## config.mk

```make
export PLATFORM = sky130hd
export DESIGN_NAME = mc_ctrl_fsm
export DESIGN_NICKNAME = d
export VERILOG_FILES = /design/src/rtl/mc_ctrl_fsm.sv
export SDC_FILE = /design/constraint.sdc
export NUM_CORES = 1
export LEC_CHECK = 0
export BUFFER_PORTS_ARGS = -buffer_cell sky130_fd_sc_hd__buf_4
export CAP_MARGIN = 20
export CELL_PAD_IN_SITES_DETAIL_PLACEMENT = 1
export CELL_PAD_IN_SITES_GLOBAL_PLACEMENT = 1
export CORE_ASPECT_RATIO = 1.75
export CORE_UTILIZATION = 35
export CTS_CLUSTER_DIAMETER = 50
export DETAILED_ROUTE_END_ITERATION = 12
export PLACE_DENSITY = 0.72
export SETUP_SLACK_MARGIN = 0.5
export SLEW_MARGIN = 10
export SYNTH_ARGS = -nofsm -noshare
export SYNTH_HDL_FRONTEND = slang
export SYNTH_SLANG_ARGS = --single-unit
```

## constraint.sdc

```tcl
create_clock -name clk -period 5 [get_ports clk]
set_input_delay 0.5 -clock clk [delete_from_list [all_inputs] [get_ports clk]]
set_output_delay 0.5 -clock clk [all_outputs]
set_load 0.05 [all_outputs]
```

## src/rtl/mc_ctrl_fsm.sv

```systemverilog
// mc_ctrl_fsm: multi-cycle control sequencer for the yIF/yID/yEX/yDM/yWB datapath; owns PC and IR.
// Latency: j 2, beq 3, R/addi/sw 4, lw 5 cycles (FETCH included); every output is registered.
// Backpressure: run is honoured only in FETCH; an instruction in flight always completes. Macro: MC_CTRL_RETIRE_CNT_EN.
module mc_ctrl_fsm #(
    parameter logic [31:0] RESET_PC  = 32'h0000_0080,
    parameter int unsigned MAX_INSTR = 0
) (
    input  logic        clk,
    input  logic        rst_n,
    input  logic        run,
    input  logic [31:0] ins,
    input  logic        zero,
    output logic [31:0] pc,
    output logic        RegDst,
    output logic        RegWrite,
    output logic        ALUSrc,
    output logic        MemRead,
    output logic        MemWrite,
    output logic        Mem2Reg,
    output logic [2:0]  op,
    output logic        retire,
    output logic        halted,
    output logic        illegal
`ifdef MC_CTRL_RETIRE_CNT_EN
    ,
    output logic [31:0] instr_cnt
`endif
);

    // Opcodes understood by the sequencer
    localparam logic [5:0] OPC_RTYPE = 6'h00;
    localparam logic [5:0] OPC_J     = 6'h02;
    localparam logic [5:0] OPC_BEQ   = 6'h04;
    localparam logic [5:0] OPC_ADDI  = 6'h08;
    localparam logic [5:0] OPC_LW    = 6'h23;
    localparam logic [5:0] OPC_SW    = 6'h2b;

    // R-type function codes
    localparam logic [5:0] FN_ADD = 6'h20;
    localparam logic [5:0] FN_SUB = 6'h22;
    localparam logic [5:0] FN_AND = 6'h24;
    localparam logic [5:0] FN_OR  = 6'h25;
    localparam logic [5:0] FN_SLT = 6'h2a;

    // ALU op encodings
    localparam logic [2:0] ALU_AND = 3'b000;
    localparam logic [2:0] ALU_OR  = 3'b001;
    localparam logic [2:0] ALU_ADD = 3'b010;
    localparam logic [2:0] ALU_SUB = 3'b110;
    localparam logic [2:0] ALU_SLT = 3'b111;

    // Retire counter: full 32 bits when exported, otherwise just wide enough for the limit
`ifdef MC_CTRL_RETIRE_CNT_EN
    localparam int CNT_W = 32;
`else
    localparam int CNT_W = (MAX_INSTR == 0) ? 1 : $clog2(MAX_INSTR + 1);
`endif
    localparam logic [CNT_W-1:0] LAST_CNT = CNT_W'(MAX_INSTR - 1);

    typedef enum logic [2:0] {
        S_FETCH,
        S_DECODE,
        S_EXEC,
        S_MEM,
        S_WB,
        S_HALT
    } state_t;

    typedef enum logic [2:0] {
        K_R,
        K_ADDI,
        K_LW,
        K_SW,
        K_BEQ,
        K_J,
        K_BAD
    } kind_t;

    state_t           state;
    kind_t            kind;
    kind_t            dec_kind;
    logic [2:0]       dec_op;
    logic [31:0]      ir;
    logic [31:0]      pc4;
    logic [31:0]      br_tgt;
    logic [31:0]      jmp_tgt;
    logic [CNT_W-1:0] cnt;
    logic             at_limit;

    // Sequential next-PC candidates; all arithmetic wraps modulo 2^32
    assign pc4     = pc + 32'd4;
    assign br_tgt  = pc4 + {{14{ir[15]}}, ir[15:0], 2'b00};
    assign jmp_tgt = {pc4[31:28], ir[25:0], 2'b00};

    // The retire in progress is the one that reaches the instruction limit
    assign at_limit = (MAX_INSTR != 0) && (cnt == LAST_CNT);

`ifdef MC_CTRL_RETIRE_CNT_EN
    assign instr_cnt = cnt;
`endif

    // Classify the latched instruction by opcode
    always_comb begin
        dec_kind = K_BAD;
        case (ir[31:26])
            OPC_RTYPE: dec_kind = K_R;
            OPC_ADDI:  dec_kind = K_ADDI;
            OPC_LW:    dec_kind = K_LW;
            OPC_SW:    dec_kind = K_SW;
            OPC_BEQ:   dec_kind = K_BEQ;
            OPC_J:     dec_kind = K_J;
            default:   dec_kind = K_BAD;
        endcase
    end

    // ALU op for the latched instruction; unknown R-type functs fall back to add
    always_comb begin
        dec_op = ALU_ADD;
        case (dec_kind)
            K_R: begin
                case (ir[5:0])
                    FN_AND:  dec_op = ALU_AND;
                    FN_OR:   dec_op = ALU_OR;
                    FN_ADD:  dec_op = ALU_ADD;
                    FN_SUB:  dec_op = ALU_SUB;
                    FN_SLT:  dec_op = ALU_SLT;
                    default: dec_op = ALU_ADD;
                endcase
            end
            K_BEQ:   dec_op = ALU_SUB;
            default: dec_op = ALU_ADD;
        endcase
    end

    // Control sequencer: retire is registered high exactly in an instruction's last state,
    // so it doubles as the "leaving the last state" marker for PC update and output clearing
    always_ff @(posedge clk or negedge rst_n) begin
        if (!rst_n) begin
            state    <= S_FETCH;
            kind     <= K_R;
            ir       <= '0;
            pc       <= RESET_PC;
            cnt      <= '0;
            RegDst   <= 1'b0;
            RegWrite <= 1'b0;
            ALUSrc   <= 1'b0;
            MemRead  <= 1'b0;
            MemWrite <= 1'b0;
            Mem2Reg  <= 1'b0;
            op       <= ALU_ADD;
            retire   <= 1'b0;
            halted   <= 1'b0;
            illegal  <= 1'b0;
        end else begin
            case (state)
                S_FETCH: begin
                    if (run) begin
                        ir     <= ins;
                        state  <= S_DECODE;
                        // j finishes in DECODE, so its retire must be raised on the fetch edge
                        retire <= (ins[31:26] == OPC_J);
                    end
                end
                S_DECODE: begin
                    if (retire) begin
                        pc <= jmp_tgt;
                    end else if (dec_kind == K_BAD) begin
                        // PC stays on the offending instruction
                        state   <= S_HALT;
                        halted  <= 1'b1;
                        illegal <= 1'b1;
                    end else begin
                        kind    <= dec_kind;
                        state   <= S_EXEC;
                        RegDst  <= (dec_kind == K_R);
                        ALUSrc  <= (dec_kind == K_ADDI) || (dec_kind == K_LW) || (dec_kind == K_SW);
                        Mem2Reg <= (dec_kind == K_LW);
                        op      <= dec_op;
                        retire  <= (dec_kind == K_BEQ);
                    end
                end
                S_EXEC: begin
                    if (retire) begin
                        // beq: zero is the comparison result of this EXEC cycle
                        pc <= zero ? br_tgt : pc4;
                    end else if ((kind == K_LW) || (kind == K_SW)) begin
                        state    <= S_MEM;
                        MemRead  <= (kind == K_LW);
                        MemWrite <= (kind == K_SW);
                        retire   <= (kind == K_SW);
                    end else begin
                        state    <= S_WB;
                        RegWrite <= 1'b1;
                        retire   <= 1'b1;
                    end
                end
                S_MEM: begin
                    if (retire) begin
                        pc <= pc4;
                    end else begin
                        // lw continues to writeback with the read still enabled
                        state    <= S_WB;
                        MemWrite <= 1'b0;
                        RegWrite <= 1'b1;
                        retire   <= 1'b1;
                    end
                end
                S_WB: begin
                    pc <= pc4;
                end
                S_HALT: begin
                    state <= S_HALT;
                end
                default: begin
                    state  <= S_HALT;
                    halted <= 1'b1;
                end
            endcase

            // Common retire epilogue: clear controls, count, and go back to FETCH or stop at the limit
            if (retire) begin
                RegDst   <= 1'b0;
                RegWrite <= 1'b0;
                ALUSrc   <= 1'b0;
                MemRead  <= 1'b0;
                MemWrite <= 1'b0;
                Mem2Reg  <= 1'b0;
                op       <= ALU_ADD;
                retire   <= 1'b0;
                cnt      <= cnt + CNT_W'(1);
                if (at_limit) begin
                    state  <= S_HALT;
                    halted <= 1'b1;
                end else begin
                    state  <= S_FETCH;
                end
            end
        end
    end

endmodule
```

# After elaboration in Yosys (flattened, before gate mapping)
# Cells that the tools add are included.
# W data, S select, Z words.
word_totals:
  word_cells: 115
  regBits: 82
  input_bits: 36
  output_inout_bits: 44
op_classes:
  n_reduce_logical: 22
  addsub: 2
  n_bitwise: 3
  mux: 42
  n_eq_ne: 32
op_table:
  columns: ["operator", "count"]
  rows:
  - ["$mux W32", 4]
  - ["$pmux W32 S4", 1]
  - ["$eq A6 B6 Y1 const B", 6]
  - ["$add A32 B3 Y32 const B", 1]
  - ["$add A32 B32 Y32", 1]
  - ["$mux W1", 22]
  - ["$mux W3", 7]
  - ["$eq A3 B2 Y1 const B", 6]
  - ["$pmux W3 S6", 1]
  - ["$pmux W3 S5", 1]
  - ["$ne A2 B2 Y1 const B", 7]
  - ["$eq A3 B3 Y1 const B", 4]
  - ["$eq A6 B2 Y1 const B", 2]
  - ["$pmux W3 S4", 1]
  - ["$reduce_and A2 Y1", 6]
  - ["$ne A3 B3 Y1 const B", 3]
  - ["$reduce_and A3 Y1", 3]
  - ["$eq A3 B1 Y1 const B", 2]
  - ["$eq A6 B3 Y1 const B", 1]
  - ["$eq A6 B4 Y1 const B", 1]
  - ["$logic_not A3 Y1", 2]
  - ["$logic_not A6 Y1", 1]
  - ["$pmux W1 S2", 3]
  - ["$pmux W3 S2", 1]
  - ["other kinds (8)", 14]

# Depth between registers and ports, before layout
logic_depth:
  word_depth: 8
  mapped_depth: 17

# Worst setup path after synthesis
# No wires, ideal clock.
synth_path:
  kind: "register -> register"
  startpoint: "register pc[16]"
  endpoint: "register pc[31]"
  path_buffers: 0
  stages_incl_launch_ff: 15
  setup_ns: 0.126
  path_slack_ns: 1.066
  t_arrival_ns: 3.808
  cell_sequence: "dfrtp_1 > and4_4 > nand4_4 > nor4_4 > and2_4 > xor2_1 > ha_1 > a21o_1 > a21oi_1 > a21boi_1 > o21ai_1 > or3_1 > o211ai_1 > mux2i_1 > a221o_1"
synth_between:
  elab_chain_cells: 5
  word_cells_on_any_way: 7
synth_lines:
  columns: ["element", "line_no", "source"]
  rows:
  - ["start, declared", "13", "output logic [31:0] pc,"]
  - ["start signal, assigned", "166", "pc <= jmp_tgt;"]
  - ["start signal, assigned", "185", "pc <= zero ? br_tgt : pc4;"]
  - ["start signal, assigned", "199", "pc <= pc4;"]
  - ["$add A32 B3 Y32 *", "91", "assign pc4 = pc + 32'd4;"]
  - ["$add A32 B32 Y32", "92", "assign br_tgt = pc4 + {{14{ir[15]}}, ir[15:0], 2'b00};"]
  - ["$mux W32", "185", null]
  - ["$mux W32", "183", "if (retire) begin"]
  - ["$pmux W32 S4 *", "155", "case (state)"]
# Mark *: on every way between the ends. The rest lies on a longest branch, timed or not. The select of a mux whose other input is x is not followed.
# A chain may end at the register's enable or synchronous reset.

# Worst setup path after layout
layout_path:
  startpoint: "register pc[7]"
  endpoint: "register pc[31]"
# Same word-level chain as after synthesis.

==> run_results.csv <==
group,metric,value,unit
synth,synth.area.top_cells,"dfrtp_1 33%, ha_1 7.3%, mux2_2 6.0%",
clock_network,cts_tree,"done",
final_layout,fill_cells,2036,
sta,slew-limit-headroom,35.8,%
routing,num_vias,5637,
routing,met1Wirelength,6780,µm
sta,maxSlewViolCount,0,
clock_network,cts_buffer_depth,2,
floorplanning,rows,63,
power_and_ir_drop,p_leak,2.99,nW
routing,drt_iter0_markers,304,
final_layout,layout-drive-gt1-share,21.2,%
final_layout,n_antenna_cell,0,
clock_network,clkSlewWorstSetupHoldPaths,0.07,ns
synth,synth_edf_count,0,
routing,wl,19300,µm
sta,rsz0062_at_grt,"no",
final_layout,seqCellArea,2000,µm²
floorplanning,die_w,101,µm
synth,synth_top_cell_area_share,32.5,%
sta,tns,0,ns
hold_path,hold_path_class,"in2async",
sta,finalHoldViolCount,0,
final_layout,syn2layout_area_growth,18.7,%
routing,routed.top_layer,"met4",
critical_path,crit_arrival,4.46,ns
final_layout,final_nets,812,
power_and_ir_drop,ir_worst_vdd,355,µV
synth,ys_seq_area_share,33.4,%
critical_path,cp-end-kind,"flop",
synth,synth-seq-cells,80,
routing,ant_nets,0,
final_layout,layout.cells.non_filler,972,
critical_path,cp_slowest_cell,"dfstp_2",
routing,wl_met2,10800,µm
synth,yosysWarningCount,0,
placed_design,dpl.cell_count,955,
synth,syn_area,6000,µm²
sta,fin_crit,4.23,ns
synth,syn_inst,673,
critical_path,start_kind,"flop",
final_layout,multi_input_area,3800,µm²
clock_network,h-tree-depth,3,
sta,fin_ws,0.771,ns
routing,drtPass1Iterations,4,
global_route,grt_first_pass_wirelength,31500,µm
clock_network,numCtsBuffers,9,
clock_network,hold_buffers,0,
synth,ys.flop_type,"dfrtp_1",
synth,yosysTopAreaCell,"dfrtp_1",
placed_design,place_hpwl,14600,µm
floorplanning,die_h,175,µm
floorplanning,core,16900,µm²
clock_network,cts_root_buf,"clkbuf_16",
sta,finClkSkew,0.00915,ns
power_and_ir_drop,pwr_density_cell,843,nW/µm²
global_route,overflow,0,
critical_path,crit_chain,"and4_4 -> nand4_2 -> nor4_4 -> and2_4 -> xor2_1 -> ha_1 -> a21o_1 -> a21oi_1 -> a21boi_1 -> o21ai_1 -> o41ai_1 -> a41oi_2 -> o211ai_1 -> mux2i_1 -> a221o_1",
global_route,grt_max_degree,81,
sta,setup_viol,0,
clock_network,cts_setup_buffers,0,
clock_network,clock_sinks,80,
routing,routed_via_density,5.80,
sta,finalCritPeriodShare,84.6,%
floorplanning,dieArea,17700,µm²
placed_design,place_ws,0.784,ns
job,maxCapViolations,0,
critical_path,cp_max_fo,6,
run_status,status,"complete, no violations",
routing,wl_met3,691,µm
clock_network,cts_resized,0,
synth,syn_area_per_cell,8.92,µm²
critical_path,critPathMaxStageDelay,0.58,ns
clock_network,insertion_delay,0.35,ns
synth,synth_cell_types,81,
routing,wire_per_inst,19.9,µm
placed_design,port_buffers,77,
floorplanning,num_io_pins,80,
critical_path,critPathKind,"reg2reg",
final_layout,mostFrequentLayoutCells,"82 x buf_4, 78 x dfrtp_1, 68 x nor2_1, 57 x a21oi_1, 52 x nand2_1",
synth,async_reset_ff_share,100,%
final_layout,layout_commonest_cell,"buf_4",
placed_design,place.gp.congestion,0.908,
global_route,grt_pass1_vias,6288,
global_route,grt_usage,23.2,%
sta,worst_slew_pin_slew,0.963,ns
routing,drc_errors,0,
power_and_ir_drop,p_total,0.00600,W
floorplanning,initial_core_util,35.6,%
critical_path,required,5.23,ns
global_route,antenna_found_initial,0,
sta,fmax,236,MHz
cell type report:
class	instances	share of cell area, %
inverter	26	1.37
timing repair buffer	83	9.03
clock inverter	5	0.808
multi-input combinational	540	53.4
sequential	80	28.1
tap	227	3.99
clock buffer	11	3.27
sequential cells by signal (all words and copies together), names as in the netlist:
register	flops
MemRead	1
ir	32
kind	3
RegWrite	1
Mem2Reg	1
halted	1
illegal	1
state	3
ALUSrc	1
retire	1
RegDst	1
pc	30
op	3
MemWrite	1
final timing paths:
path / startpoint / to / slack [ns] / depth (start not counted)
setup reg to reg: pc[7] / pc[31] / 0.77 / 15
max in group asynchronous: rst_n / pc[7] / 4.32 / 2
hold reg to reg: illegal / illegal / 0.48 / 1
min in group clk: ins[1] / ir[1] / 0.37 / 3
setup / recovery: pc[7] / pc[31] / 0.77 / 15
hold / removal: rst_n / ir[21] / 0.04 / 1
synthesized netlist by cell type, types with 4 or more instances:
library cell  count
a211oi_1          4
a21o_1           10
a21oi_1          58
a221oi_1         14
a222oi_1         10
a31oi_1          12
and2_1            5
and3_1           10
clkbuf_1         21
dfrtp_1          78
ha_1             35
inv_1            24
mux2_2           32
mux2i_1           5
nand2_1          52
nand3_1          21
nand4_1           7
nor2_1           69
nor2b_1           6
nor3_1           11
nor4_1            6
o211ai_1          5
o21a_1            7
o21ai_0          27
o21ai_1           9
o21bai_1          8
xnor2_1          39
xor2_1           12
layer usage:
layer  track usage (%)  up-vias
met5                 0        -
met4              15.0        0
met3              3.36       64
met2              43.8      138
met1              23.0     2816
li1                  -     2619
power by group:
group	switching (W)	leakage (nW)	internal [W]	total (W)
Clock	0.000290	0.132	0.000387	0.000677
Sequential	0.000420	0.951	0.000927	0.00135
Combinational	0.00242	1.90	0.00156	0.00398
Total	0.00313	2.99	0.00288	0.00600
worst max-delay path: cells and delay by family (launching register included):
family,cells,cell delay (ns)
flops,1,0.58
simple gates,4,1.15
compound gates,8,1.75
xor+xnor,1,0.20
fa+ha+maj,1,0.34
mux,1,0.11
cells by family after synthesis:
| family | count (synthesis) | share of synthesized area, % |
|---|---|---|
| buf+inv | 54 | 3.54 |
| mux | 37 | 6.84 |
| flops | 80 | 33.4 |
| simple gates | 216 | 18.6 |
| other cells | 1 | 0.0625 |
| xor+xnor | 51 | 7.44 |
| compound gates | 198 | 22.5 |
| fa+ha+maj | 36 | 7.63 |
per-stage QoR:
step                hold WS (ns)  util (%)  area [µm²]
finish                    0.0387      42.2        7120
global route              0.0554      42.2        7120
CTS                        0.358      42.0        7090
detailed placement         0.472      40.3        6800
global placement           0.466      40.3        6800
floorplan                  0.204         -        6010
No activity file was read; power rests on OpenSTA's default activity.
